===== src/rtl/serial_alu_ctrl.sv =====
// rtl/serial_alu_ctrl.sv - bit-serial ALU sequencer driving an external 1-bit ALU, LSB first
// Optional zero-result flag output enabled by SERIAL_ALU_ZERO_FLAG_EN.
module serial_alu_ctrl #(
    parameter int WIDTH = 8
) (
    input  logic             clk,
    input  logic             rst_n,
    input  logic             start,
    input  logic [3:0]       opcode,
    input  logic [WIDTH-1:0] a,
    input  logic [WIDTH-1:0] b,
    input  logic             cin,
    output logic             busy,
    output logic             done,
    output logic [WIDTH-1:0] result,
    output logic             cout,
`ifdef SERIAL_ALU_ZERO_FLAG_EN
    output logic             zero,
`endif
    output logic             alu_op_a,
    output logic             alu_op_b,
    output logic             alu_cin,
    output logic [3:0]       alu_opcode,
    input  logic             alu_result,
    input  logic             alu_cout
);

    localparam int CW = $clog2(WIDTH);
    localparam logic [CW-1:0] LAST = CW'(WIDTH - 1);

    typedef enum logic [1:0] {IDLE, SHIFT, DONE} state_t;

    state_t           state_q, state_d;
    logic [CW-1:0]    cnt_q, cnt_d;
    logic [3:0]       opcode_q, opcode_d;
    logic [WIDTH-1:0] a_q, a_d;
    logic [WIDTH-1:0] b_q, b_d;
    logic             carry_q, carry_d;
    logic [WIDTH-1:0] res_sh_q, res_sh_d;
    logic [WIDTH-1:0] result_q, result_d;
    logic             cout_q, cout_d;
`ifdef SERIAL_ALU_ZERO_FLAG_EN
    logic             zero_q, zero_d;
`endif

    always_comb begin
        state_d  = state_q;
        cnt_d    = cnt_q;
        opcode_d = opcode_q;
        a_d      = a_q;
        b_d      = b_q;
        carry_d  = carry_q;
        res_sh_d = res_sh_q;
        result_d = result_q;
        cout_d   = cout_q;
`ifdef SERIAL_ALU_ZERO_FLAG_EN
        zero_d   = zero_q;
`endif
        alu_op_a = 1'b0;
        alu_op_b = 1'b0;
        alu_cin  = 1'b0;
        case (state_q)
            IDLE: begin
                if (start) begin
                    opcode_d = opcode;
                    a_d      = a;
                    b_d      = b;
                    // carry register doubles as the bit-0 carry-in
                    carry_d  = cin;
                    cnt_d    = '0;
                    state_d  = SHIFT;
                end
            end
            SHIFT: begin
                alu_op_a = a_q[0];
                alu_op_b = b_q[0];
                alu_cin  = carry_q;
                a_d      = {1'b0, a_q[WIDTH-1:1]};
                b_d      = {1'b0, b_q[WIDTH-1:1]};
                carry_d  = alu_cout;
                res_sh_d = {alu_result, res_sh_q[WIDTH-1:1]};
                cnt_d    = cnt_q + CW'(1);
                if (cnt_q == LAST) begin
                    result_d = res_sh_d;
                    cout_d   = alu_cout;
`ifdef SERIAL_ALU_ZERO_FLAG_EN
                    zero_d   = (res_sh_d == '0);
`endif
                    state_d  = DONE;
                end
            end
            DONE:    state_d = IDLE;
            default: state_d = IDLE;
        endcase
    end

    always_ff @(posedge clk or negedge rst_n) begin
        if (!rst_n) begin
            state_q  <= IDLE;
            cnt_q    <= '0;
            opcode_q <= '0;
            a_q      <= '0;
            b_q      <= '0;
            carry_q  <= 1'b0;
            res_sh_q <= '0;
            result_q <= '0;
            cout_q   <= 1'b0;
`ifdef SERIAL_ALU_ZERO_FLAG_EN
            zero_q   <= 1'b0;
`endif
        end else begin
            state_q  <= state_d;
            cnt_q    <= cnt_d;
            opcode_q <= opcode_d;
            a_q      <= a_d;
            b_q      <= b_d;
            carry_q  <= carry_d;
            res_sh_q <= res_sh_d;
            result_q <= result_d;
            cout_q   <= cout_d;
`ifdef SERIAL_ALU_ZERO_FLAG_EN
            zero_q   <= zero_d;
`endif
        end
    end

    assign busy       = (state_q != IDLE);
    assign done       = (state_q == DONE);
    assign result     = result_q;
    assign cout       = cout_q;
    assign alu_opcode = opcode_q;
`ifdef SERIAL_ALU_ZERO_FLAG_EN
    assign zero       = zero_q;
`endif

endmodule


===== config.mk =====
export PLATFORM = sky130hd
export DESIGN_NAME = serial_alu_ctrl
export DESIGN_NICKNAME = d
export VERILOG_FILES = /design/src/rtl/serial_alu_ctrl.sv
export SDC_FILE = /design/constraint.sdc
export NUM_CORES = 1
export LEC_CHECK = 0
export CAP_MARGIN = 20
export CELL_PAD_IN_SITES_DETAIL_PLACEMENT = 0
export CELL_PAD_IN_SITES_GLOBAL_PLACEMENT = 2
export CORE_MARGIN = 5
export CORE_UTILIZATION = 25
export CTS_BUF_LIST = sky130_fd_sc_hd__clkbuf_8
export DETAILED_ROUTE_END_ITERATION = 8
export GPL_TIMING_DRIVEN = 0
export PLACE_DENSITY_LB_ADDON = 0.05
export RECOVER_POWER = 50
export SLEW_MARGIN = 15
export SYNTH_ARGS = -nofsm -noshare
export SYNTH_HDL_FRONTEND = slang
export SYNTH_SLANG_ARGS = --single-unit
export TNS_END_PERCENT = 100

===== constraint.sdc =====
create_clock -name clk -period 2 [get_ports clk]
set_input_delay 0.3 -clock clk [delete_from_list [all_inputs] [get_ports clk]]
set_output_delay 0.3 -clock clk [all_outputs]
set_load 0.01 [all_outputs]

==> flow_summary.json <==
{
  "run_status": "complete, no violations",
  "yosysUniqueCellTypes": 22,
  "drc": 0,
  "synthArstFlopShare_pct": 100.0,
  "synth_top_area_share_pct": 57.93,
  "synth.largest_area_cell": "dfrtp_1",
  "worst_slack_ns": 0.06313,
  "max-slew-margin-rel_pct": 11.31,
  "syn_area_per_cell_um2": 11.13,
  "clockRootBuffer": "clkbuf_8",
  "timing.hold.ws_ns": 0.4853,
  "grt_antenna_before_repair": 0,
  "wl_per_cell_um": 15.05,
  "start_util_pct": 25.28,
  "synth_top_flop_cell": "dfrtp_1",
  "seq_area_mm2": 0.001051,
  "finalSetupViolCount": 0,
  "placed_area_mm2": 0.002391,
  "cp-end-kind": "output port",
  "port_buffers": 43,
  "dp_slack_ns": 0.1098,
  "grt_usage_pct": 11.42,
  "crit_type": "reg -> out",
  "dp_hpwl_mm": 3.395,
  "fin_tns_setup_ns": 0,
  "clk_pin_slew_worst_paths_ns": 0.08,
  "crit_fanout": 4,
  "ios": 44,
  "fin_crit_sh_pct": 96.84,
  "vias_per_cell": 4.654,
  "drt_iter0_drc": 53,
  "grt_overflow": 0,
  "path_buf_inv": 1,
  "multi_input_area_um2": 690.7,
  "synth_most_common_cell": "dfrtp_1",
  "grt_pass1_wl_mm": 7.838,
  "mappedNetlistArea_mm2": 0.001814,
  "power.density_mw_per_mm2": 1485,
  "yosysWarnings": 0,
  "power_leakage_nw": 1.074,
  "die_area_mm2": 0.009060,
  "die_w_um": 95.19,
  "crit_chain": "and2b_4 > and2_1 > clkdlybuf4s50_1",
  "required_ns": 1.70,
  "path_delay_family": "buffers and inverters",
  "slowest_stage": "clkdlybuf4s50_1",
  "clock_skew_ns": 0.005322,
  "fin_nets": 243,
  "ant_nets": 0,
  "worst_pin_slew_ns": 1.330,
  "min_path_type": "reg -> reg",
  "grt_max_degree": 23,
  "rows": 31,
  "slew_viol_final": 0,
  "h-tree-depth": 2,
  "synth_cells": 163,
  "diodes": 0,
  "clk_path_buf_depth": 2,
  "area_delta_synth_final_pct": 38.55,
  "critPathLaunch": "state_q[1]$_DFFE_PN0P_",
  "cts_sinks": 42,
  "core_mm2": 0.007176,
  "max-vdd-ir-drop_uv": 513.6,
  "tritoncts": "yes",
  "grt_pass1_vias": 1563,
  "slowest_delay_ns": 0.54,
  "synthesis.nets": 191,
  "cts_buffers": 5,
  "timing.fmax_mhz": 516.3,
  "min_from": "res_sh_q[1]$_DFFE_PN0P_",
  "fin_crit_ns": 1.937,
  "netlist_top_cells_area": "dfrtp_1 (58%), o22ai_1 (9.0%), mux2_2 (8.1%), nand2_1 (5.0%), a21oi_1 (3.9%)",
  "n_fill_cell": 735,
  "r2r-start": "state_q[0]$_DFFE_PN0P_",
  "design_area_mm2": 0.002514,
  "synth_edf_count": 0,
  "cap_violations": 0,
  "synth_seq_cells": 42,
  "drive_gt1_share_pct": 17.13,
  "vias": 1466,
  "ys_seq_area_share_pct": 57.93,
  "startpoint_type": "register",
  "arrival_ns": 1.64,
  "dr.pass1.iters": 4,
  "clk_latency_ns": 0.29,
  "die_y_um": 95.19,
  "hold_viol": 0,
  "netlist_top_cells_count": "dfrtp_1 (42), o22ai_1 (26), nand2_1 (24), a21oi_1 (14), mux2_2 (13)",
  "wirelength_mm": 4.742,
  "gp_congestion": 0.7461
}
-- worst register-to-register path, cell delays in order, from the launching register on --
cell	delay, ns
dfrtp_1	0.40
clkbuf_4	0.21
nand2b_4	0.11
clkbuf_1	0.45
o22ai_1	0.14
a21oi_1	0.14
-- worst paths after layout --
kind | end | slack, ns | cells after the start
setup / recovery | alu_cin | 0.06 | 3
min in group asynchronous | b_q[7]$_DFFE_PN0P_ | 0.83 | 2
max in group asynchronous | cout$_DFFE_PN0P_ | 0.38 | 2
hold reg to reg | res_sh_q[1]$_DFFE_PN0P_ | 0.49 | 2
setup reg to reg | a_q[6]$_DFFE_PN0P_ | 0.47 | 5
hold / removal | res_sh_q[1]$_DFFE_PN0P_ | 0.49 | 2
-- flip-flops by register name, summed over array words and instances (netlist names) --
signal and flops:
state_q 2, cout 1, cnt_q 3, a_q 8, result 8, b_q 8
carry_q 1, res_sh_q 7, alu_opcode 4
-- layout by cell type (no fill, tap or decap), drive strengths merged --
| master | instances |
|---|---|
| dfrtp | 42 |
| clkdlybuf4s50 | 41 |
| o22ai | 26 |
| nand2 | 25 |
| a21oi | 14 |
| mux2 | 13 |
| clkbuf | 10 |
| buf | 7 |
| o21ai | 6 |
| nor2 | 6 |
| inv | 4 |
| and2 | 3 |
| nand2b | 2 |
| nor2b | 2 |
| nand3b | 2 |
| o221a | 2 |
| a22o | 2 |
| ha | 2 |
| clkinv | 2 |
| and2b | 1 |
| or2 | 1 |
| bufinv | 1 |
| dlygate4sd3 | 1 |
| dlygate4sd2 | 1 |
-- report_power, final --
| part | leakage, nW | internal (mW) | switching [mW] |
|---|---|---|---|
| clock | 0.0579 | 0.368 | 0.298 |
| sequential | 0.507 | 1.25 | 0.247 |
| combinational | 0.509 | 0.842 | 0.730 |
| total | 1.07 | 2.46 | 1.28 |
-- timing repair --
action	4_1_cts	5_1_grt
hold endpoints to repair	8	0
resized for setup	2	3
endpoints found under the setup margin	4	2
hold buffers	1	0
setup buffers	1	0
-- per-stage QoR --
| step | utilization (%) | instances | power (mW) |
|---|---|---|---|
| after global placement | 33.01 | 305 | 3.048 |
| after CTS | 35.01 | 315 | 3.793 |
| final | 35.03 | 315 | 3.733 |
| after floorplan | - | 163 | 2.380 |
| after detailed placement | 33.32 | 306 | 3.088 |
| after global routing | 35.03 | 315 | 4.024 |
-- cell type report --
class	count	area share [%]
sequential	42	41.81
multi-input combinational	107	27.48
timing repair buffer	46	18.62
tap	99	4.928
clock buffer	5	2.738
buffer	9	2.240
clock inverter	3	1.593
inverter	4	0.5973
-- logic make-up after synthesis --
kind of cell,after synthesis,synth area share [%]
fa+ha+maj,2,1.379
compound gates,50,16.69
mux,13,8.069
simple gates,42,11.86
buf+inv,14,4.068
flops,42,57.93
-- per-layer routing --
| metal | part of all wire [%] | vias to the layer above | track usage [%] |
|---|---|---|---|
| met5 | 0 | - | 0 |
| met4 | 2.0 | 0 | 3.606 |
| met3 | 5.9 | 9 | 3.315 |
| met2 | 47 | 49 | 17.90 |
| met1 | 45 | 722 | 15.15 |
| li1 | - | 686 | - |
Note: power is estimated with default switching activity, not from simulation.
